File: src/rtl/lampFPU_pkg.sv
// Shared lampFPU definitions used by the Goldschmidt square-root iteration unit.
package lampFPU_pkg;

    localparam int LAMP_SQRT_ITER    = 2;
    localparam int LAMP_SQRT_PREC_DW = 8;

    typedef enum logic [2:0] {
        GS_IDLE,
        GS_SEED,
        GS_SQ,
        GS_B,
        GS_R,
        GS_X,
        GS_Y,
        GS_DONE
    } sqrt_gs_state_t;

    // MSB of the W-bit Q2 window inside a 2W-bit Q4 product.
    function automatic int sqrt_gs_trunc_msb(input int w);
        return 2 * w - 3;
    endfunction

endpackage

File: src/rtl/sqrt_gs_iter_unit_if.sv
// Operand/result handshake bundle of the Goldschmidt sqrt/rsqrt unit.
interface sqrt_gs_iter_unit_if
    import lampFPU_pkg::*;
#(
    parameter int SIG_W  = 8,
    parameter int PREC_W = LAMP_SQRT_PREC_DW,
    parameter int TAG_W  = 4
);
    localparam int W = SIG_W + PREC_W;

    logic               in_valid_i;
    logic               in_ready_o;
    logic [SIG_W-1:0]   s_i;
    logic               mode_i;
    logic [TAG_W-1:0]   tag_i;
    logic               out_valid_o;
    logic               out_ready_i;
    logic [W-1:0]       res_o;
    logic               inv_o;
    logic [TAG_W-1:0]   tag_o;

    modport master (
        output in_valid_i, s_i, mode_i, tag_i, out_ready_i,
        input  in_ready_o, out_valid_o, res_o, inv_o, tag_o
    );

    modport slave (
        input  in_valid_i, s_i, mode_i, tag_i, out_ready_i,
        output in_ready_o, out_valid_o, res_o, inv_o, tag_o
    );

endinterface

File: src/rtl/sqrt_gs_mul.sv
// Shared W x W unsigned multiply, Q2 x Q2 -> Q2 with truncation toward zero.
// Purely combinational; the caller registers the result.
module sqrt_gs_mul
    import lampFPU_pkg::*;
#(
    parameter int W = 16
) (
    input  logic [W-1:0] a,
    input  logic [W-1:0] b,
    output logic [W-1:0] p
);
    localparam int LSB = sqrt_gs_trunc_msb(W) - W + 1;

    logic [2*W-1:0] full;

    assign full = (2*W)'(a) * (2*W)'(b);
    // Integer bits above 2^1 are dropped: operands stay below 2, so they are always zero.
    assign p    = W'(full >> LSB);

endmodule

File: src/rtl/sqrt_gs_iter_unit.sv
// Goldschmidt sqrt / rsqrt of a normalised significand; result 1 + 5*ITER cycles after accept.
// Result is held in DONE until out_ready_i; a new operand may be accepted on the same edge.
module sqrt_gs_iter_unit
    import lampFPU_pkg::*;
#(
    parameter int SIG_W  = 8,
    parameter int PREC_W = LAMP_SQRT_PREC_DW,
    parameter int ITER   = LAMP_SQRT_ITER,
    parameter int TAG_W  = 4
) (
    input  logic               clk,
    input  logic               rst,
    sqrt_gs_iter_unit_if.slave bus
);
    localparam int             W      = SIG_W + PREC_W;
    localparam logic [W-1:0]   THREE  = W'(3) << (W - 2);
    localparam logic [2:0]     I_LAST = 3'(ITER - 1);

    sqrt_gs_state_t     state, state_nxt;
    logic [W-1:0]       s_q, b_q, r_q, t_q, x_q, y_q, res_q;
    logic               mode_q, inv_q;
    logic [TAG_W-1:0]   tag_q;
    logic [2:0]         i_q;
    logic [W-1:0]       mul_a, mul_b, mul_p;
    logic [W-1:0]       s_ext, r_init, r_next;
    logic               accept;

    assign accept = bus.in_valid_i && bus.in_ready_o;
    assign s_ext  = {1'b0, bus.s_i, {(PREC_W-1){1'b0}}};
    assign r_init = (THREE - s_ext) >> 1;
    assign r_next = (THREE - b_q) >> 1;

    always_ff @(posedge clk or negedge rst) begin
        if (!rst) state <= GS_IDLE;
        else      state <= state_nxt;
    end

    always_comb begin
        state_nxt = state;
        case (state)
            GS_IDLE: if (accept) state_nxt = bus.s_i[SIG_W-1] ? GS_SEED : GS_DONE;
            GS_SEED: state_nxt = GS_SQ;
            GS_SQ:   state_nxt = GS_B;
            GS_B:    state_nxt = GS_R;
            GS_R:    state_nxt = GS_X;
            GS_X:    state_nxt = GS_Y;
            GS_Y:    state_nxt = (i_q == I_LAST) ? GS_DONE : GS_SQ;
            GS_DONE: begin
                if (accept)               state_nxt = bus.s_i[SIG_W-1] ? GS_SEED : GS_DONE;
                else if (bus.out_ready_i) state_nxt = GS_IDLE;
            end
            default: state_nxt = GS_IDLE;
        endcase
    end

    always_comb begin
        bus.in_ready_o  = 1'b0;
        bus.out_valid_o = 1'b0;
        case (state)
            GS_IDLE: bus.in_ready_o = 1'b1;
            GS_DONE: begin
                bus.out_valid_o = 1'b1;
                bus.in_ready_o  = bus.out_ready_i;
            end
            default: ;
        endcase
    end

    // Operand select for the single shared multiplier.
    always_comb begin
        mul_a = '0;
        mul_b = '0;
        case (state)
            GS_SEED: begin mul_a = s_q; mul_b = y_q; end
            GS_SQ:   begin mul_a = r_q; mul_b = r_q; end
            GS_B:    begin mul_a = b_q; mul_b = t_q; end
            GS_X:    begin mul_a = x_q; mul_b = r_q; end
            GS_Y:    begin mul_a = y_q; mul_b = r_q; end
            default: ;
        endcase
    end

    sqrt_gs_mul #(.W(W)) u_mul (
        .a (mul_a),
        .b (mul_b),
        .p (mul_p)
    );

    always_ff @(posedge clk or negedge rst) begin
        if (!rst) begin
            s_q    <= '0;
            b_q    <= '0;
            r_q    <= '0;
            t_q    <= '0;
            x_q    <= '0;
            y_q    <= '0;
            res_q  <= '0;
            mode_q <= 1'b0;
            inv_q  <= 1'b0;
            tag_q  <= '0;
            i_q    <= '0;
        end else begin
            case (state)
                GS_IDLE, GS_DONE: begin
                    if (accept) begin
                        s_q    <= s_ext;
                        b_q    <= s_ext;
                        r_q    <= r_init;
                        y_q    <= r_init;
                        mode_q <= bus.mode_i;
                        tag_q  <= bus.tag_i;
                        i_q    <= '0;
                        if (!bus.s_i[SIG_W-1]) begin
                            res_q <= '0;
                            inv_q <= 1'b1;
                        end
                    end
                end
                GS_SEED: x_q <= mul_p;
                GS_SQ:   t_q <= mul_p;
                GS_B:    b_q <= mul_p;
                GS_R:    r_q <= r_next;
                GS_X:    x_q <= mul_p;
                GS_Y: begin
                    y_q <= mul_p;
                    i_q <= i_q + 3'd1;
                    // The final y is the multiplier output of this very state.
                    if (i_q == I_LAST) begin
                        res_q <= mode_q ? mul_p : x_q;
                        inv_q <= 1'b0;
                    end
                end
                default: ;
            endcase
        end
    end

    assign bus.res_o = res_q;
    assign bus.inv_o = inv_q;
    assign bus.tag_o = tag_q;

endmodule
File: src/flat_wrapper.sv
// flat-port wrapper written by rule: the top's interface ports become plain ports
module sqrt_gs_iter_unit_flat import lampFPU_pkg::*;
#(
    parameter int SIG_W  = 8,
    parameter int PREC_W = LAMP_SQRT_PREC_DW,
    parameter int ITER   = LAMP_SQRT_ITER,
    parameter int TAG_W  = 4
)
  (clk, rst, bus_in_valid_i, bus_s_i, bus_mode_i, bus_tag_i, bus_out_ready_i, bus_in_ready_o, bus_out_valid_o, bus_res_o, bus_inv_o, bus_tag_o);
  sqrt_gs_iter_unit_if #(.SIG_W(SIG_W), .PREC_W(PREC_W), .TAG_W(TAG_W)) bus_i ();
  input  logic clk;
  input  logic rst;
  input wire logic [$bits(bus_i.in_valid_i)-1:0] bus_in_valid_i;
  input wire logic [$bits(bus_i.s_i)-1:0] bus_s_i;
  input wire logic [$bits(bus_i.mode_i)-1:0] bus_mode_i;
  input wire logic [$bits(bus_i.tag_i)-1:0] bus_tag_i;
  input wire logic [$bits(bus_i.out_ready_i)-1:0] bus_out_ready_i;
  output wire logic [$bits(bus_i.in_ready_o)-1:0] bus_in_ready_o;
  output wire logic [$bits(bus_i.out_valid_o)-1:0] bus_out_valid_o;
  output wire logic [$bits(bus_i.res_o)-1:0] bus_res_o;
  output wire logic [$bits(bus_i.inv_o)-1:0] bus_inv_o;
  output wire logic [$bits(bus_i.tag_o)-1:0] bus_tag_o;
  assign bus_i.in_valid_i = bus_in_valid_i;
  assign bus_i.s_i = bus_s_i;
  assign bus_i.mode_i = bus_mode_i;
  assign bus_i.tag_i = bus_tag_i;
  assign bus_i.out_ready_i = bus_out_ready_i;
  assign bus_in_ready_o = bus_i.in_ready_o;
  assign bus_out_valid_o = bus_i.out_valid_o;
  assign bus_res_o = bus_i.res_o;
  assign bus_inv_o = bus_i.inv_o;
  assign bus_tag_o = bus_i.tag_o;
  sqrt_gs_iter_unit #(.SIG_W(SIG_W), .PREC_W(PREC_W), .ITER(ITER), .TAG_W(TAG_W)) u_core (.clk(clk), .rst(rst), .bus(bus_i));
endmodule
File: config.mk
export PLATFORM = sky130hd
export DESIGN_NAME = sqrt_gs_iter_unit_flat
export DESIGN_NICKNAME = d
export VERILOG_FILES = /design/src/rtl/lampFPU_pkg.sv /design/src/rtl/sqrt_gs_iter_unit_if.sv /design/src/rtl/sqrt_gs_mul.sv /design/src/rtl/sqrt_gs_iter_unit.sv /design/src/flat_wrapper.sv
export SDC_FILE = /design/constraint.sdc
export NUM_CORES = 1
export LEC_CHECK = 0
export ABC_AREA = 0
export CORE_MARGIN = 2
export CORE_UTILIZATION = 40
export CTS_BUF_LIST = sky130_fd_sc_hd__clkbuf_4 sky130_fd_sc_hd__clkbuf_8
export DETAILED_ROUTE_END_ITERATION = 6
export PLACE_DENSITY_LB_ADDON = 0.2
export SYNTH_ARGS = -nofsm -noshare
export SYNTH_HDL_FRONTEND = slang
export SYNTH_SLANG_ARGS = --single-unit
File: constraint.sdc
create_clock -name clk -period 9.8 [get_ports clk]
set_clock_uncertainty 0.15 [all_clocks]
set_input_delay 1.96 -clock clk [delete_from_list [all_inputs] [get_ports clk]]
set_output_delay 1.96 -clock clk [all_outputs]
set_load 0.05 [all_outputs]
==> results.json <==
{
  "status": "finished, final reports clean",
  "core_area_mm2": 0.0353,
  "place.gp.congestion": 0.951,
  "dp_slack_ns": 0.708,
  "insertion_delay_ns": 0.44,
  "rows": 69,
  "synthArstFlopShare": 1.00,
  "cts_buffers": 17,
  "hold_buffers": 0,
  "grt_pass1_vias": 12200,
  "drcViolationCount": 0,
  "seqCellArea_mm2": 0.00288,
  "path_max_fanout": 14,
  "dominantRegCellSynth": "dfrtp_1",
  "numClockSinks": 115,
  "timing.rr.start": "u_core.state[0]",
  "post_drt_via_cell_ratio": 5.58,
  "clockBufferDepth": 2,
  "syn_to_final_growth_pct": 9.82,
  "synth_adder_area_share": 0.353,
  "fillers": 3529,
  "nNetsFinal": 1942,
  "routed_wl_um": 46400,
  "ys_top_cells_by_count": "nand2_1, inv_1, fa_1",
  "cts-root-buf": "clkbuf_8",
  "synth_edf_count": 0,
  "layout_setup_ws_ns": 0.475,
  "antenna_found_initial": 0,
  "first_iter_violations": 884,
  "cts_max_level": 4,
  "multiInputGateArea_mm2": 0.0102,
  "io_buffer_count": 39,
  "synth-seq-cells": 115,
  "groute.usage.overall": 0.265,
  "cts_tree": "built",
  "synthCells": 1620,
  "synthMuxAreaShare": 0.0245,
  "dr.pass1.iters": 5,
  "cp-end-kind": "flip-flop",
  "r2r-end": "u_core.bus.res_o[11]",
  "synth_top_cell_area_share": 0.270,
  "busiest_layer": "met2",
  "antennaDiodeCount": 0,
  "worst_pin_slew_ns": 1.22,
  "report.final.setup_viol": 0,
  "overflow": 0,
  "yosys.area_share.simple": 0.169,
  "wl_per_cell_um": 22.0,
  "synth_top_family_by_area": "adder cells",
  "yosysMostFrequentCell": "nand2_1",
  "timing.fmax_mhz": 107,
  "grt_util_met2": 0.439,
  "vias": 11800,
  "startpoint_type": "flip-flop",
  "cts_setup_buffers": 0,
  "max-cap-violations": 0,
  "holdPathEnd": "u_core.bus.tag_o[3]",
  "grt_pass1_wl_um": 72900,
  "start_util": 0.403,
  "num_io_pins": 40,
  "place_area_mm2": 0.0152,
  "placedCellCount": 2081,
  "finalSetupTns_ns": 0,
  "ys_warn_count": 0,
  "synth_compound_area_frac": 0.144,
  "min_period_ns": 9.33,
  "dieArea_mm2": 0.0371,
  "synth_area_leader_cell": "fa_1",
  "worstHoldPathCells": 2,
  "layout.cells.non_filler": 2113,
  "slew_headroom": 0.187,
  "path_clk_slew_ns": 0.07,
  "yosys.area_share.xor_xnor": 0.0237,
  "yosysSeqAreaShare": 0.202,
  "cts_resized": 0,
  "hold_violations": 0,
  "synth.avg_cell_area_um2": 8.78,
  "cp.required_ns": 9.98,
  "grt_max_degree": 69,
  "post-route-period-util": 0.952,
  "synth_area_leaders": "fa_1, dfrtp_1, ha_1, nand2_1, inv_1",
  "netlist_area_mm2": 0.0142,
  "ant_nets": 0,
  "globalRouteMet3Util": 0.0462,
  "drive_above_1_share": 0.0708,
  "die_w_um": 193,
  "met1_usage": 0.350,
  "min_from": "u_core.bus.tag_o[3]",
  "design_area_mm2": 0.0156,
  "ys_types": 80,
  "r2r_slack_ns": 0.47,
  "hold_class": "flip-flop to flip-flop",
  "worstRegToRegCells": 22,
  "syn_nets": 1923,
  "rsz0062_at_grt": "no",
  "crit_type": "flip-flop to flip-flop",
  "fp.dieH_um": 193,
  "slew_violations": 0,
  "worstPathArrival_ns": 9.50,
  "post-dp-hpwl_um": 36800
}
==> metal layers <==
metal | up-vias | part of all wire | routed length, um
li1 | 5339 | - | -
met1 | 5998 | 0.43 | 20100
met2 | 359 | 0.48 | 22300
met3 | 85 | 0.053 | 2440
met4 | 0 | 0.033 | 1560
met5 | - | 0 | 0
==> worst max path at each step <==
| stage | end | startpoint | slack (ns) | depth (start not counted) |
|---|---|---|---|---|
| after floorplan | u_core.y_q[10] | u_core.state[1] | 2.14 | 29 |
| after global placement | u_core.bus.res_o[11] | u_core.state[0] | 0.64 | 22 |
| after detailed placement | u_core.bus.res_o[11] | u_core.state[0] | 0.71 | 22 |
| after CTS | u_core.bus.res_o[11] | u_core.state[0] | 0.67 | 22 |
| after global routing | u_core.bus.res_o[11] | u_core.state[0] | 0.19 | 24 |
| final | u_core.bus.res_o[11] | u_core.state[0] | 0.47 | 22 |
==> layout by cell type, fill, tap and decap left out, types with 11 or more instances in the layout <==
cell type,netlist,final
nand2_1,261,260
inv_1,229,229
fa_1,192,192
nor2_1,159,159
dfrtp_1,115,114
ha_1,94,94
o21ai_0,90,90
a21oi_1,45,45
buf_4,0,40
clkdlybuf4s50_1,0,38
nand3_1,37,37
xnor2_1,23,23
mux2i_1,21,21
a21o_1,19,19
clkbuf_8,0,19
o21ai_1,13,13
xor2_1,13,13
o21a_1,12,12
mux2_2,11,11
a221oi_1,11,11
and3_1,11,11
nor3_1,11,11
a32oi_1,11,11
==> state kept, by name, summed over array words and instances (netlist names), 3 cells and up <==
signal / count
u_core.i_q: 3
u_core.s_q: 8
u_core.t_q: 16
u_core.b_q: 16
u_core.x_q: 16
u_core.y_q: 16
u_core.r_q: 15
u_core.state: 3
u_core.bus.res_o: 16
u_core.bus.tag_o: 4
==> critical path: stages (launching register included) <==
cell	delay, ns
dfrtp_1	0.52
nor2_1	0.98
a221oi_1	0.38
a21oi_1	0.94
nand2_1	0.18
fa_1	0.58
inv_1	0.06
fa_1	0.53
fa_1	0.53
fa_1	0.52
fa_1	0.57
inv_1	0.06
fa_1	0.52
inv_1	0.04
ha_1	0.45
and4_1	0.33
nand4_1	0.12
nor2_1	0.52
a22o_1	0.36
a211oi_4	0.09
a221oi_2	0.34
mux2i_1	0.14
a211o_1	0.28
==> cell families after synthesis <==
logic type | Yosys count
flip-flops | 115
buffers and inverters | 307
multiplexers | 33
AO/OA/AOI/OAI | 291
adder cells (fa/ha/maj) | 286
XOR/XNOR | 37
AND/OR/NAND/NOR | 551
==> metrics by stage <==
step / utilization / hold WS [ns]
after floorplan: - / 0.292
after global placement: 0.429 / 0.310
after detailed placement: 0.429 / 0.313
after CTS: 0.442 / 0.330
after global routing: 0.442 / 0.338
final: 0.442 / 0.327
==> cell type report <==
type / count / area share
multi-input cells: 1198 / 0.650
flip-flops and latches: 115 / 0.184
inverters: 229 / 0.0550
repair buffers: 78 / 0.0436
well taps: 461 / 0.0369
clock buffers: 23 / 0.0187
clock inverters: 9 / 0.0113
Power is not shown: default switching activity piles up to over one toggle a cycle in this logic, so the estimate is an artifact.
